<file path="src/rtl/load_store_unit.sv">
// load_store_unit
//   Data-memory initiator for the core. It accepts one load/store request at a
//   time over a valid/ready handshake and performs byte/halfword/word accesses
//   on a little-endian, word-wide memory. Loads are sign- or zero-extended.
//   Sub-word stores are done as read-modify-write. Misaligned, out-of-range
//   and unsupported-funct3 requests complete with resp_error and do not touch
//   memory.
//
// Ports
//   clk, rst           clock; asynchronous active-high reset
//   req_valid/ready    request handshake (ready only while IDLE)
//   req_write          1 = store, 0 = load
//   req_funct3         RISC-V funct3 (0 B, 1 H, 2 W, 4 BU, 5 HU)
//   req_addr           byte address
//   req_wdata          store data (low bytes used for B/H)
//   resp_valid         one-cycle completion pulse
//   resp_rdata         extended load data, held until the next load response
//   resp_error         request rejected (qualifies resp_valid)
//   mem_address        word-aligned memory address (0 when not accessing)
//   mem_write_data     merged store word (0 outside the write cycle)
//   mem_write_enable   one-cycle write strobe
//   mem_read_data      combinational memory read word
module load_store_unit #(
    parameter int unsigned ADDR_LIMIT = 4096
) (
    input  logic        clk,
    input  logic        rst,
    input  logic        req_valid,
    output logic        req_ready,
    input  logic        req_write,
    input  logic [2:0]  req_funct3,
    input  logic [31:0] req_addr,
    input  logic [31:0] req_wdata,
    output logic        resp_valid,
    output logic [31:0] resp_rdata,
    output logic        resp_error,
    output logic [31:0] mem_address,
    output logic [31:0] mem_write_data,
    output logic        mem_write_enable,
    input  logic [31:0] mem_read_data
);

    localparam logic [1:0] S_IDLE  = 2'd0;
    localparam logic [1:0] S_READ  = 2'd1;
    localparam logic [1:0] S_WRITE = 2'd2;
    localparam logic [1:0] S_RESP  = 2'd3;

    logic [1:0]  state;
    logic        write_q;
    logic [2:0]  funct3_q;
    logic [31:0] addr_q;
    logic [31:0] wdata_q;
    logic [31:0] rword_q;
    logic        err_q;

    logic        accept_err;
    logic        funct3_bad;
    logic        misaligned;
    logic        out_of_range;
    logic [32:0] end_addr;
    logic [31:0] lane_data;
    logic [31:0] load_ext;
    logic [31:0] merged;

    // Request validation on the live inputs; the result is captured together
    // with the request on the acceptance edge.
    always_comb begin
        // NOTE: every signal written in a combinational block is given a
        // default first so no path leaves it unassigned (no latch).
        funct3_bad   = 1'b0;
        misaligned   = 1'b0;
        if (req_write)
            funct3_bad = !(req_funct3 inside {3'd0, 3'd1, 3'd2});
        else
            funct3_bad = !(req_funct3 inside {3'd0, 3'd1, 3'd2, 3'd4, 3'd5});
        if ((req_funct3 == 3'd1 || req_funct3 == 3'd5) && req_addr[0])
            misaligned = 1'b1;
        if (req_funct3 == 3'd2 && req_addr[1:0] != 2'b00)
            misaligned = 1'b1;
        // 33-bit sum so an address near the top of the space cannot wrap
        // around and pass the limit check.
        end_addr     = {1'b0, req_addr[31:2], 2'b00} + 33'd4;
        out_of_range = end_addr > 33'(ADDR_LIMIT);
        accept_err   = funct3_bad || misaligned || out_of_range;
    end

    // Load lane select and extension from the live memory word.
    always_comb begin
        lane_data = mem_read_data >> {addr_q[1:0], 3'b000};
        case (funct3_q)
            3'd0:    load_ext = {{24{lane_data[7]}}, lane_data[7:0]};
            3'd1:    load_ext = {{16{lane_data[15]}}, lane_data[15:0]};
            3'd4:    load_ext = {24'd0, lane_data[7:0]};
            3'd5:    load_ext = {16'd0, lane_data[15:0]};
            default: load_ext = mem_read_data;
        endcase
    end

    // Store merge: replace the addressed lane(s) of the word read in READ.
    always_comb begin
        merged = rword_q;
        case (funct3_q[1:0])
            2'd0:    merged[{addr_q[1:0], 3'b000} +: 8] = wdata_q[7:0];
            2'd1:    merged[{addr_q[1], 4'b0000} +: 16] = wdata_q[15:0];
            default: merged = wdata_q;
        endcase
    end

    always_ff @(posedge clk or posedge rst) begin
        // NOTE: every datapath register is reset as well as the state, so the
        // outputs built from them are defined from the first cycle.
        if (rst) begin
            state      <= S_IDLE;
            write_q    <= 1'b0;
            funct3_q   <= 3'd0;
            addr_q     <= 32'd0;
            wdata_q    <= 32'd0;
            rword_q    <= 32'd0;
            err_q      <= 1'b0;
            resp_rdata <= 32'd0;
        end else begin
            // NOTE: state updates use non-blocking assignments so every
            // register samples pre-edge values regardless of statement order.
            case (state)
                S_IDLE: begin
                    if (req_valid) begin
                        write_q  <= req_write;
                        funct3_q <= req_funct3;
                        addr_q   <= req_addr;
                        wdata_q  <= req_wdata;
                        err_q    <= accept_err;
                        state    <= accept_err ? S_RESP : S_READ;
                    end
                end
                S_READ: begin
                    if (write_q) begin
                        rword_q <= mem_read_data;
                        state   <= S_WRITE;
                    end else begin
                        resp_rdata <= load_ext;
                        state      <= S_RESP;
                    end
                end
                S_WRITE: state <= S_RESP;
                default: state <= S_IDLE;
            endcase
        end
    end

    // Outputs are decoded from state so an asynchronous reset removes the
    // write strobe and the response immediately.
    assign req_ready        = (state == S_IDLE) && !rst;
    assign resp_valid       = (state == S_RESP);
    assign resp_error       = (state == S_RESP) && err_q;
    assign mem_write_enable = (state == S_WRITE);
    assign mem_address      = (state == S_READ || state == S_WRITE) ?
                              {addr_q[31:2], 2'b00} : 32'd0;
    assign mem_write_data   = (state == S_WRITE) ? merged : 32'd0;

endmodule

</file>
<file path="config.mk">
export PLATFORM = sky130hd
export DESIGN_NAME = load_store_unit
export DESIGN_NICKNAME = d
export VERILOG_FILES = /design/src/rtl/load_store_unit.sv
export SDC_FILE = /design/constraint.sdc
export NUM_CORES = 1
export LEC_CHECK = 0
export CAP_MARGIN = 25
export CELL_PAD_IN_SITES_DETAIL_PLACEMENT = 1
export CELL_PAD_IN_SITES_GLOBAL_PLACEMENT = 1
export CORE_MARGIN = 5
export CORE_UTILIZATION = 34
export DETAILED_ROUTE_END_ITERATION = 16
export GPL_TIMING_DRIVEN = 0
export PLACE_DENSITY_LB_ADDON = 0.15
export SLEW_MARGIN = 0
export SYNTH_ARGS = -nofsm -noshare
export SYNTH_HDL_FRONTEND = slang
export SYNTH_SLANG_ARGS = --single-unit
</file>
<file path="constraint.sdc">
create_clock -name clk -period 4.1 [get_ports clk]
set_input_delay 0.41 -clock clk [delete_from_list [all_inputs] [get_ports clk]]
set_output_delay 0.41 -clock clk [all_outputs]
set_load 0.01 [all_outputs]
</file>
==> reports/qor_table.md <==
| Group | Quantity | This run |
| --- | --- | --- |
| sta | Max Fclk | 257 MHz |
| power and ir drop | Switching component of the power | 0.00366 W |
| sta | Post-route clock period utilization | 0.948 |
| setup path | Reg-to-reg slack, setup | 1830 ps |
| floorplan | Horiz. Die Dim | 156 µm |
| routing | Residual antenna-violating net count after detailed routing | 0 |
| global route | Wire length of the first global-routing pass | 41800 µm |
| yosys | Yosys warning total | 0 |
| setup path | Endpoint kind of the worst setup timing path | output port |
| setup path | CP Max Fanout | 10 |
| setup path | Type of the setup path with the least slack | reg -> out |
| power and ir drop | Overall power consumption | 0.00891 W |
| sta | Post-layout min period | 3890 ps |
| yosys | Register area share after synthesis | 0.464 |
| clocking | TritonCTS clock tree | done |
| routing | Sum of routed wire length over all layers | 27100 µm |
| yosys | Prevailing post-synth register cell | dfrtp_1 |
| power and ir drop | Sequential share of power | 0.297 |
| yosys | Dominant cell type by area after synthesis | dfrtp_1 |
| cells and area | Commonest non-fill, non-tap cell in the layout | clkdlybuf4s50_1 |
| setup path | Critical Path Source Type | flip-flop |
| placed design | Number of buffers added on ports | 200 |
| routing | Vias per Instance | 5.44 |
| power and ir drop | Internal portion of total power | 0.00525 W |
| power and ir drop | Leak pwr | 4.07 nW |
| clocking | Clock-pin slew of the registers on the worst-case setup and hold paths | 60 ps |
| clocking | # hold bufs at CTS | 0 |
| global route | Maximum number of pins on one net before global-route repair | 70 |
| floorplan | Y dimension of the die | 156 µm |
| floorplan | Placeable core area | 21000 µm² |
| cells and area | Non-Filler Cell Area, Final | 10200 µm² |
| cells and area | Count of nets after finishing | 1027 |
| routing | DRC violation count after routing | 0 |
| floorplan | Die area | 24400 µm² |
| status | Result of the run | finished, final reports clean |
| sta | Worst max-slew margin expressed relative to the limit | 0.472 |
| power and ir drop | Logic pwr share | 0.548 |
| min path | Classification of the worst-slack hold path | in -> async |
| power and ir drop | Clock network power share | 0.155 |
| power and ir drop | PwrDens | 873 nW/µm² |
| placed design | Routability-driven placement congestion ratio | 0.845 |
| yosys | Number of enable flip-flop cells after synthesis | 0 |
| floorplan | Starting utilization of the core area | 0.346 |
| power and ir drop | Switching Fraction | 0.411 |
| setup path | Destination of the worst register-to-register timing path | wdata_q[4] |
| global route | Vias in the first global route | 7254 |
| sta | Unrepaired setup endpoints after global routing | false |
| yosys | Number of distinct library cell variants in the gate-level netlist after synthesis | 52 |
| setup path | CP Data Arrival Time | 3480 ps |
| clocking | H-tree lvl count | 4 |
| setup path | R2r startpoint | state[0] |
| sta | Slew of the pin with the lowest slew margin | 792 ps |
| yosys | Number of instances in the synthesized netlist | 692 |
| sta | Finish-stage setup viols | 0 |
| floorplan | Cell Rows | 53 |
| sta | Hold slack | 479 ps |
| routing | Total via count in the routed design | 6537 |
| clocking | CTS Root Cell | clkbuf_16 |
| global route | Total overflow reported by the global router | 0 |
| setup path | Data required time of the critical path | 3690 ps |
| clocking | Total clock buffers created by CTS | 17 |
| power and ir drop | Maximum vdd ir drop | 0.000421 V |
| yosys | Post-Synthesis Cell Area | 7280 µm² |
| global route | Antenna violations before repair | 0 |
| clocking | Buffer levels on the longest clock path | 2 |
| yosys | Post-synth top area share | 0.464 |
| routing | Post-DR wirelength/cell | 22.5 µm |
| job | Reported max-cap violation count | 0 |
| routing | Violation count after the first detailed-route iteration | 434 |
| clocking | Clock latency of the later-clocked register in the worst-skew pair | 430 ps |
| floorplan | Number of top-level design ports | 203 |
| placed design | DP Wirelength | 20900 µm |
| sta | Endpoints failing hold | 0 |
| clocking | Count of clock tree sinks | 135 |
| cells and area | Synth-to-Final Area Change | 40.3% |
| yosys | Average cell area after synthesis | 10.5 µm² |
| cells and area | Most frequent cells in the layout | clkdlybuf4s50_1, dfrtp_1, mux2_2, nand2_1, nor2_1 |
| yosys | FF+latch count, synth | 135 |
| yosys | Cell types with the largest area share after synthesis | dfrtp_1, mux2_2, mux2i_1 |
| placed design | Placed instance area | 9660 µm² |
| global route | Overall Global Routing Usage | 0.221 |
| setup path | Worst Reg-to-Reg Cells | 5 |
| routing | Number of iterations in the first detailed-routing pass | 7 |
| sta | Layout Skew | 9.05 ps |
| yosys | Async set-reset flop share out of synthesis | 1.00 |
| cells and area | Final standard cell utilization of the core | 0.486 |
| cells and area | Share of post-route cells with drive strength above 1 | 0.165 |
| sta | Max-slew violation total from the final report | 0 |
[power groups by stage]
stage          Sequential, W  Clock, W  Combinational, W
4_1_cts              0.00264   0.00140           0.00491
3_5_place_dp         0.00265         0           0.00488
6_report             0.00265   0.00138           0.00488
5_1_grt              0.00272   0.00146           0.00530
3_3_place_gp         0.00260         0           0.00475
2_1_floorplan        0.00246         0           0.00277
[state kept, by name (all words and copies together) (netlist names)]
name and flops:
addr_q 32, resp_rdata 32, rword_q 32, wdata_q 32
funct3_q 3, state 2, err_q 1, write_q 1
[stage by stage]
step | setup WS, ps | cells | TNS (ps)
CTS | 57.7 | 1199 | 0
global placement | -1850 | 1168 | -248970
detailed placement | 454 | 1169 | 0
finish | 214 | 1202 | 0
floorplan | 78.9 | 693 | 0
global route | 70.7 | 1201 | 0
[critical path: stages, from the launching register on]
cell,delay (ps)
dfrtp_1,510
buf_4,280
inv_1,150
ha_1,430
nand2_1,100
nor3_2,440
nand2_1,100
o21ai_0,100
a222oi_1,90
nor2b_1,250
clkdlybuf4s50_1,590
[layer usage]
metal	wire [µm]	share of wire	vias to the layer above	track usage
met5	0	0	-	0
met4	402	0.015	0	0.0591
met3	1470	0.054	32	0.0512
met2	13600	0.50	202	0.381
met1	11600	0.43	3336	0.279
li1	-	-	2967	-
[kinds of logic after synthesis]
kind of cell | count (synthesis) | share of synthesized area
multiplexers | 126 | 0.191
AND/OR/NAND/NOR | 204 | 0.144
buffers and inverters | 63 | 0.0351
adder cells (fa/ha/maj) | 9 | 0.0155
XOR/XNOR | 1 | 0.00120
AO/OA/AOI/OAI | 153 | 0.149
other | 1 | 0.000515
flip-flops | 135 | 0.464
[worst max path at each step]
stage / depth (start not counted) / start / endpoint / slack [ps]
floorplan: 1 / rst / addr_q[0] / 80
global placement: 2 / rst / wdata_q[19] / -1850
detailed placement: 10 / addr_q[1] / mem_write_data[11] / 450
CTS: 7 / addr_q[1] / mem_write_data[5] / 60
global route: 10 / addr_q[1] / mem_write_data[12] / 70
finish: 10 / addr_q[1] / mem_write_data[12] / 210
[synthesized netlist by cell type, types with 6 or more instances]
library cell,n
nand2_1,62
a31oi_1,10
and2_1,31
o41ai_1,6
mux2_2,100
o22ai_1,7
mux2i_1,26
inv_1,16
a21oi_1,41
a221oi_1,17
o221ai_1,8
a211oi_1,24
a222oi_1,8
o21ai_0,16
nand2b_1,10
nand4_1,7
nor2_1,44
buf_1,9
clkbuf_1,28
ha_1,9
nor2b_1,28
dfrtp_1,135
[layout make-up]
type | count | area (µm²)
clock buffers | 18 | 439
clock inverters | 12 | 80.1
well taps | 275 | 344
multi-input cells | 495 | 3660
plain buffers | 44 | 184
inverters | 19 | 76.3
fillers | 2319 | 10800
flip-flops and latches | 135 | 3380
diodes | 1 | 2.50
repair buffers | 203 | 2040
[timing repair]
action	CTS	global route
resized for setup	1	1
setup buffers	0	2
pin swaps	0	1
setup endpoints to repair	1	11
Note: power is estimated with default switching activity, not from simulation.
